==> src/rtl/uart_rx_fifo.sv <==
// rtl/uart_rx_fifo.sv - UART receive byte FIFO with level/overrun flags; optional character timeout under UART_RX_FIFO_TIMEOUT_EN
module uart_rx_fifo #(
    parameter int DEPTH          = 16,
    parameter int WATERMARK      = 8,
    parameter int TIMEOUT_CYCLES = 4096
) (
    input  logic                     clk,
    input  logic                     rst,
    input  logic [7:0]               in_data,
    input  logic                     in_we,
    output logic [7:0]               out_data,
    output logic                     out_valid,
    input  logic                     out_ready,
    input  logic                     flush,
    input  logic                     clr_overrun,
    output logic [$clog2(DEPTH):0]   count,
    output logic                     full,
    output logic                     overrun,
    output logic                     level_irq,
    output logic                     timeout
);
    localparam int AW = $clog2(DEPTH);
    localparam int CW = AW + 1;

    if (DEPTH < 2 || (DEPTH & (DEPTH - 1)) != 0) begin : g_depth_chk
        $error("DEPTH must be a power of two and at least 2");
    end
    if (WATERMARK < 1 || WATERMARK > DEPTH) begin : g_wm_chk
        $error("WATERMARK must be in 1..DEPTH");
    end
    if (TIMEOUT_CYCLES < 2) begin : g_to_chk
        $error("TIMEOUT_CYCLES must be at least 2");
    end

    logic [7:0]    mem [DEPTH];
    logic [AW-1:0] rd_ptr;
    logic [AW-1:0] wr_ptr;
    logic [CW-1:0] count_q;
    logic          overrun_q;
    logic          push;
    logic          pop;

    assign out_valid = (count_q != '0);
    assign full      = (count_q == CW'(DEPTH));
    assign level_irq = (count_q >= CW'(WATERMARK));
    assign count     = count_q;
    assign overrun   = overrun_q;
    assign out_data  = mem[rd_ptr];

    assign pop  = out_valid && out_ready;
    assign push = in_we && (!full || pop);

    always_ff @(posedge clk) begin
        if (push && !flush && !rst) begin
            mem[wr_ptr] <= in_data;
        end
    end

    always_ff @(posedge clk) begin
        if (rst || flush) begin
            rd_ptr  <= '0;
            wr_ptr  <= '0;
            count_q <= '0;
        end else begin
            if (push) begin
                wr_ptr <= wr_ptr + 1'b1;
            end
            if (pop) begin
                rd_ptr <= rd_ptr + 1'b1;
            end
            count_q <= count_q + CW'(push) - CW'(pop);
        end
    end

    // A byte offered during flush is discarded on purpose, so it is not an overrun.
    always_ff @(posedge clk) begin
        if (rst) begin
            overrun_q <= 1'b0;
        end else if (in_we && full && !pop && !flush) begin
            overrun_q <= 1'b1;
        end else if (clr_overrun) begin
            overrun_q <= 1'b0;
        end
    end

`ifdef UART_RX_FIFO_TIMEOUT_EN
    localparam int IW = $clog2(TIMEOUT_CYCLES);

    logic [IW-1:0] idle_q;
    logic          timeout_q;

    always_ff @(posedge clk) begin
        if (rst || flush || push || pop) begin
            idle_q <= '0;
        end else if (out_valid && !timeout_q) begin
            idle_q <= idle_q + 1'b1;
        end
    end

    // Pushes keep the flag: stale data is still waiting at the head.
    always_ff @(posedge clk) begin
        if (rst || flush || pop) begin
            timeout_q <= 1'b0;
        end else if (idle_q == IW'(TIMEOUT_CYCLES - 1) && out_valid) begin
            timeout_q <= 1'b1;
        end
    end

    assign timeout = timeout_q;
`else
    assign timeout = 1'b0;
`endif

endmodule

==> config.mk <==
export PLATFORM = sky130hd
export DESIGN_NAME = uart_rx_fifo
export DESIGN_NICKNAME = d
export VERILOG_FILES = /design/src/rtl/uart_rx_fifo.sv
export SDC_FILE = /design/constraint.sdc
export NUM_CORES = 1
export LEC_CHECK = 0
export CAP_MARGIN = 15
export CORE_MARGIN = 2
export CORE_UTILIZATION = 45
export CTS_BUF_LIST = sky130_fd_sc_hd__clkbuf_4
export DETAILED_ROUTE_END_ITERATION = 6
export GPL_ROUTABILITY_DRIVEN = 0
export HOLD_SLACK_MARGIN = 0.03
export SETUP_SLACK_MARGIN = 0.4
export SLEW_MARGIN = 20
export SYNTH_ARGS = -nofsm -noshare
export SYNTH_HDL_FRONTEND = slang
export SYNTH_SLANG_ARGS = --single-unit
==> constraint.sdc <==
create_clock -name clk -period 4.3 [get_ports clk]
set_clock_uncertainty 0.05 [all_clocks]
set_input_delay 0.86 -clock clk [delete_from_list [all_inputs] [get_ports clk]]
set_output_delay 0.86 -clock clk [all_outputs]
set_load 0.05 [all_outputs]
==> results of run 1 <==
## power breakdown
part	switching [mW]	internal (mW)	total [mW]
clock	0.451	0.337	0.789
sequential	0.0186	1.55	1.57
combinational	0.220	0.146	0.366
total	0.690	2.04	2.73
## layer usage
| layer | track usage | share of wire | up-vias |
|---|---|---|---|
| met5 | 0 | 0 | - |
| met3 | 0.04826 | 0.042 | 11 |
| met2 | 0.2767 | 0.49 | 57 |
| li1 | - | - | 1362 |
| met1 | 0.2363 | 0.45 | 1471 |
| met4 | 0.05196 | 0.014 | 0 |
## sequential cells by signal, summed over array words and instances, names as in the netlist, named ones only
register and count:
count 5, wr_ptr 4, overrun 1, rd_ptr 4, mem 128
## Yosys cell counts
cell type	n	share of area
edfxtp_1	128	0.65
nor2_1	29	0.019
dfxtp_1	18	0.061
mux4_2	18	0.069
nand2_1	17	0.011
a22oi_1	16	0.020
mux4_1	14	0.063
inv_1	13	0.0083
ha_1	12	0.026
a21oi_1	7	0.0060
xor2_1	5	0.0075
nand3_1	4	0.0034
buf_2	3	0.0026
buf_6	3	0.0058
clkdlybuf4s25_2	3	0.0051
or2_2	3	0.0032
and2_1	2	0.0021
and3_1	2	0.0021
buf_4	2	0.0026
o21ai_0	2	0.0017
or3_1	2	0.0021
a31o_2	1	0.0015
and2b_1	1	0.0013
buf_1	1	0.00064
clkbuf_1	1	0.00064
clkbuf_2	1	0.00085
conb_1	1	0.00064
fa_1	1	0.0034
mux2i_1	1	0.0017
nand2_2	1	0.0011
nand2b_1	1	0.0011
nand4bb_1	1	0.0019
nor2b_1	1	0.0011
nor4b_1	1	0.0015
o211ai_1	1	0.0013
o21a_1	1	0.0013
o41ai_1	1	0.0015
or4b_1	1	0.0017
xnor2_1	1	0.0015
## through the flow
stage / instances / total power, mW
finish: 554 / 2.726
global route: 554 / 2.838
CTS: 553 / 2.755
detailed placement: 522 / 1.978
global placement: 522 / 1.972
floorplan: 321 / 1.863
## worst max-delay path, cell delays in order, from the launching register on
cell	delay, ns
dfxtp_4	0.50
buf_12	0.22
mux4_1	0.57
a22oi_1	0.23
nand2_1	0.08
clkdlybuf4s50_1	0.70
## path summary, 6_finish.rpt
kind	startpoint	end	slack, ns	cells after the start
setup / recovery	flop	out_data[2]	0.55	5
hold / removal	rd_ptr[1]	rd_ptr[1]	0.46	2
setup reg to reg	count[3]	count[4]	1.57	13
hold reg to reg	rd_ptr[1]	rd_ptr[1]	0.46	2
## timing repair
action	CTS	global route
pin swaps	0	0
gates resized for setup	3	2
setup endpoints to repair	7	2
## area by class of cell
type	count	area, um2
Clock inverter	13	120.1
Inverter	13	48.80
Antenna cell	1	2.502
Timing Repair Buffer	43	412.9
Fill cell	1086	6016
Sequential cell	146	4208
Multi-Input combinational cell	148	1513
Clock buffer	18	135.1
Tap cell	172	215.2
## logic make-up (layout without fill, tap and decap cells)
group / count (synthesis) / after routing
AO/OA/AOI/OAI: 29 / 29
flip-flops: 146 / 146
adder cells (fa/ha/maj): 13 / 13
AND/OR/NAND/NOR: 66 / 66
other: 1 / 2
multiplexers: 33 / 33
buffers and inverters: 27 / 87
XOR/XNOR: 6 / 6
==> results.py, run 1 <==
metrics = {
    "outcome": {
        "status": "finished clean",
    },
    "global_routing": {
        "grt_pass1_vias": 3113,
        "grt_pass1_wl_um": 17760,
        "gr-total-overflow": 0,
        "antenna_found_initial": 1,
        "grt_max_degree": 33,
        "grt_usage": 0.1744,
    },
    "sta": {
        "whs_ns": 0.4592,
        "final-hold-violation-count": 0,
        "fin_tns_setup_ns": 0,
        "worstMarginPinSlew_ns": 0.9712,
        "rsz0062_at_grt": "false",
        "setup_ws_ns": 0.5495,
        "setup_viol": 0,
        "finalCritPeriodShare": 0.8722,
        "relSlewSlack": 0.3502,
        "fin_crit_ns": 3.750,
        "timing.fmax_mhz": 266.6,
        "final_max_slew_viol_count": 0,
    },
    "synth": {
        "syn-instance-count": 321,
        "synthXorXnorAreaFrac": 0.008949,
        "ys_seq_elements": 146,
        "synth.yosys.seq_area_share": 0.7160,
        "yosys.area_share.adder": 0.02898,
        "synth-compound-area-share": 0.03367,
        "synth.avg_cell_area_um2": 18.29,
        "synth_top_family_by_area": "multiplexers",
        "synth_cell_types": 39,
        "syn-num-nets": 348,
        "synth_warnings": 0,
        "synthMuxAreaShare": 0.1334,
        "synth_area_um2": 5872,
        "synthSimpleGateAreaFrac": 0.05199,
    },
    "critical_path": {
        "crit_required_ns": 3.39,
        "end_kind": "output pin",
        "crit_path_max_fanout": 18,
        "startpoint_type": "flop",
        "path_class": "reg2out",
        "cp.arrival_ns": 2.84,
    },
    "placement": {
        "pre_cts_ws_ns": 0.8693,
        "hpwl_um": 7327,
        "portBuffers": 30,
        "place_area_um2": 6392,
    },
    "routing": {
        "viasPerCell": 5.236,
        "ant_nets": 0,
        "post-route-drc-count": 0,
        "wl_per_cell_um": 20.04,
        "drtPass1Iterations": 4,
        "wirelength_um": 11100,
        "vias": 2901,
        "drt_iter0_markers": 281,
    },
    "min_path": {
        "min_path_type": "reg2reg",
    },
    "clocking": {
        "numCtsBuffers": 17,
        "clkLatencyLatePin_ns": 0.52,
        "cts_hold_buf": 0,
        "cts_tree": "built",
        "clk_pin_slew_ns": 0.12,
        "numClockSinks": 146,
        "cts_buffer_depth": 2,
        "cts_root_buffer": "clkbuf_4",
        "postCtsSetupBuffers": 0,
        "htreeDepth": 4,
    },
    "die": {
        "die_h_um": 118.2,
        "initial_utilization": 0.4634,
        "die_x_um": 118.2,
        "dieArea_um2": 13980,
        "io_pins": 32,
        "floorplan.rows": 41,
        "core-area_um2": 12670,
    },
    "job": {
        "maxCapViolCount": 0,
    },
    "finish": {
        "nets": 396,
        "final_layout_size_suffix_gt1_frac": 0.1706,
        "postLayoutCoreUtil": 0.5252,
        "area_delta_synth_final_pct": 13.34,
        "final_cell_mix": "128 x edfxtp_1, 29 x nor2_1, 26 x clkdlybuf4s50_1",
        "final_area_um2": 6655,
        "final_common_cell": "edfxtp_1",
    },
    "power": {
        "p_leak_nw": 2.199,
        "power.density_nw_per_um2": 409.7,
        "ir_drop_v": 0.0001987,
    },
}
No activity file was read; power rests on OpenSTA's default activity.
==> inputs of run 2 (changes only) <==
- RECOVER_POWER: unset -> 25
==> run 2 against run 1 <==
Combinational power hardly changed. Non-clock buffer count stayed put. Via count is 0.52% higher. Global-route usage stayed put. Design area stayed put. Core utilization stayed put. Wire length hardly changed. Largest power group unchanged. Critical path type unchanged. Largest cell class unchanged.
==> results.py, run 2 (synthesized netlist as in run 1, its figures left out) <==
metrics = {
    "finish": {
        "final_cell_mix": "128 x edfxtp_1, 29 x nor2_1, 20 x clkdlybuf4s50_1",
        "final_common_cell": "edfxtp_1",
        "area_delta_synth_final_pct": 13.34,
        "num-fill-cells": 1086,
        "largest_reg_flops": 128,
        "top_register": "mem",
        "final_layout_size_suffix_gt1_frac": 0.1706,
        "nets": 396,
    },
    "power": {
        "fin_total_pwr_mw": 2.725,
        "p_leak_nw": 2.201,
        "power.density_nw_per_um2": 409.4,
        "ir_drop_v": 0.0001987,
    },
    "sta": {
        "relSlewSlack": 0.3573,
        "fin_tns_setup_ns": 0,
        "rsz0062_at_grt": "false",
        "timing.fmax_mhz": 266.5,
        "finalCritPeriodShare": 0.8728,
        "final-hold-violation-count": 0,
        "setup_viol": 0,
        "worstMarginPinSlew_ns": 0.9605,
        "final_max_slew_viol_count": 0,
        "fin_crit_ns": 3.753,
    },
    "critical_path": {
        "end_kind": "output pin",
        "startpoint_type": "flop",
        "crit_required_ns": 3.39,
        "cp.arrival_ns": 2.84,
        "crit_path_max_fanout": 18,
        "path_class": "reg2out",
    },
    "global_routing": {
        "grt_pass1_vias": 3113,
        "antenna_found_initial": 1,
        "grt_usage": 0.1744,
        "gr-total-overflow": 0,
        "grt_max_degree": 33,
        "grt_pass1_wl_um": 17760,
    },
    "clocking": {
        "clk_pin_slew_ns": 0.12,
        "cts_tree": "built",
        "numCtsBuffers": 17,
        "cts_buffer_depth": 2,
        "cts_hold_buf": 0,
        "htreeDepth": 4,
        "numClockSinks": 146,
        "postCtsSetupBuffers": 0,
        "clkLatencyLatePin_ns": 0.52,
        "cts_root_buffer": "clkbuf_4",
    },
    "placement": {
        "portBuffers": 30,
        "hpwl_um": 7327,
    },
    "job": {
        "maxCapViolCount": 0,
    },
    "die": {
        "core-area_um2": 12670,
        "floorplan.rows": 41,
        "io_pins": 32,
        "die_h_um": 118.2,
        "dieArea_um2": 13980,
        "initial_utilization": 0.4634,
        "die_x_um": 118.2,
    },
    "outcome": {
        "status": "finished clean",
    },
    "routing": {
        "wirelength_um": 11100,
        "viasPerCell": 5.264,
        "post-route-drc-count": 0,
        "drt_iter0_markers": 278,
        "ant_nets": 0,
        "wl_per_cell_um": 20.04,
        "vias": 2916,
        "drtPass1Iterations": 4,
    },
    "min_path": {
        "min_path_type": "reg2reg",
    },
}
[run 2: cell count changes in the layout (fill, tap and decap cells not counted), sizes merged]
cell and change:
dlygate4sd3 +6, clkdlybuf4s50 -6
[run 2: worst max-delay path, stage by stage, from the launching register on]
cell	delay, ns
dfxtp_4	0.50
buf_12	0.22
mux4_1	0.57
a22oi_1	0.24
nand2_1	0.08
clkdlybuf4s50_1	0.70
[run 2: per-layer routing]
metal / vias to the layer above / global-route usage / routed length (um)
met3: 11 / 0.04826 / 464
met1: 1484 / 0.2363 / 4986
li1: 1362 / - / -
met5: - / 0 / 0
met2: 59 / 0.2767 / 5496
met4: 0 / 0.05196 / 153
[run 2: per-stage QoR]
| stage | instances | area, um2 | util | setup slack (ns) | hold slack [ns] |
|---|---|---|---|---|---|
| 3_5_place_dp | 522 | 6392 | 0.5045 | 0.8693 | 0.4464 |
| 5_1_grt | 554 | 6655 | 0.5252 | 0.4010 | 0.5174 |
| 6_report | 554 | 6655 | 0.5252 | 0.5471 | 0.4592 |
| 2_1_floorplan | 321 | 5872 | - | 0.8088 | 0.4129 |
| 4_1_cts | 553 | 6648 | 0.5246 | 0.4529 | 0.4635 |
| 3_3_place_gp | 522 | 6392 | 0.5045 | 0.9278 | 0.4250 |
[run 2: final timing paths]
check	start	end	slack, ns	cells after the start
max	flop	out_data[2]	0.55	5
min	rd_ptr[1]	rd_ptr[1]	0.46	2
max reg2reg	count[3]	count[4]	1.57	13
min reg2reg	rd_ptr[1]	rd_ptr[1]	0.46	2
[run 2: power breakdown]
part           internal, mW  switching (mW)  total, mW
combinational         0.145           0.220      0.365
clock                 0.337           0.451      0.788
sequential             1.55          0.0186       1.57
[run 2: cell type report]
class / count / area, um2 / area share
Antenna cell: 1 / 2.502 / 0.0003760
Clock inverter: 13 / 120.1 / 0.01805
Clock buffer: 18 / 135.1 / 0.02030
Timing Repair Buffer: 43 / 412.9 / 0.06204
Inverter: 13 / 48.80 / 0.007332
Tap cell: 172 / 215.2 / 0.03234
Multi-Input combinational cell: 148 / 1513 / 0.2273
Sequential cell: 146 / 4208 / 0.6323
[run 2: what timing repair did]
item | CTS | global route
setup endpoints to repair | 7 | 2
pin swaps | 0 | 0
gates resized for setup | 3 | 2
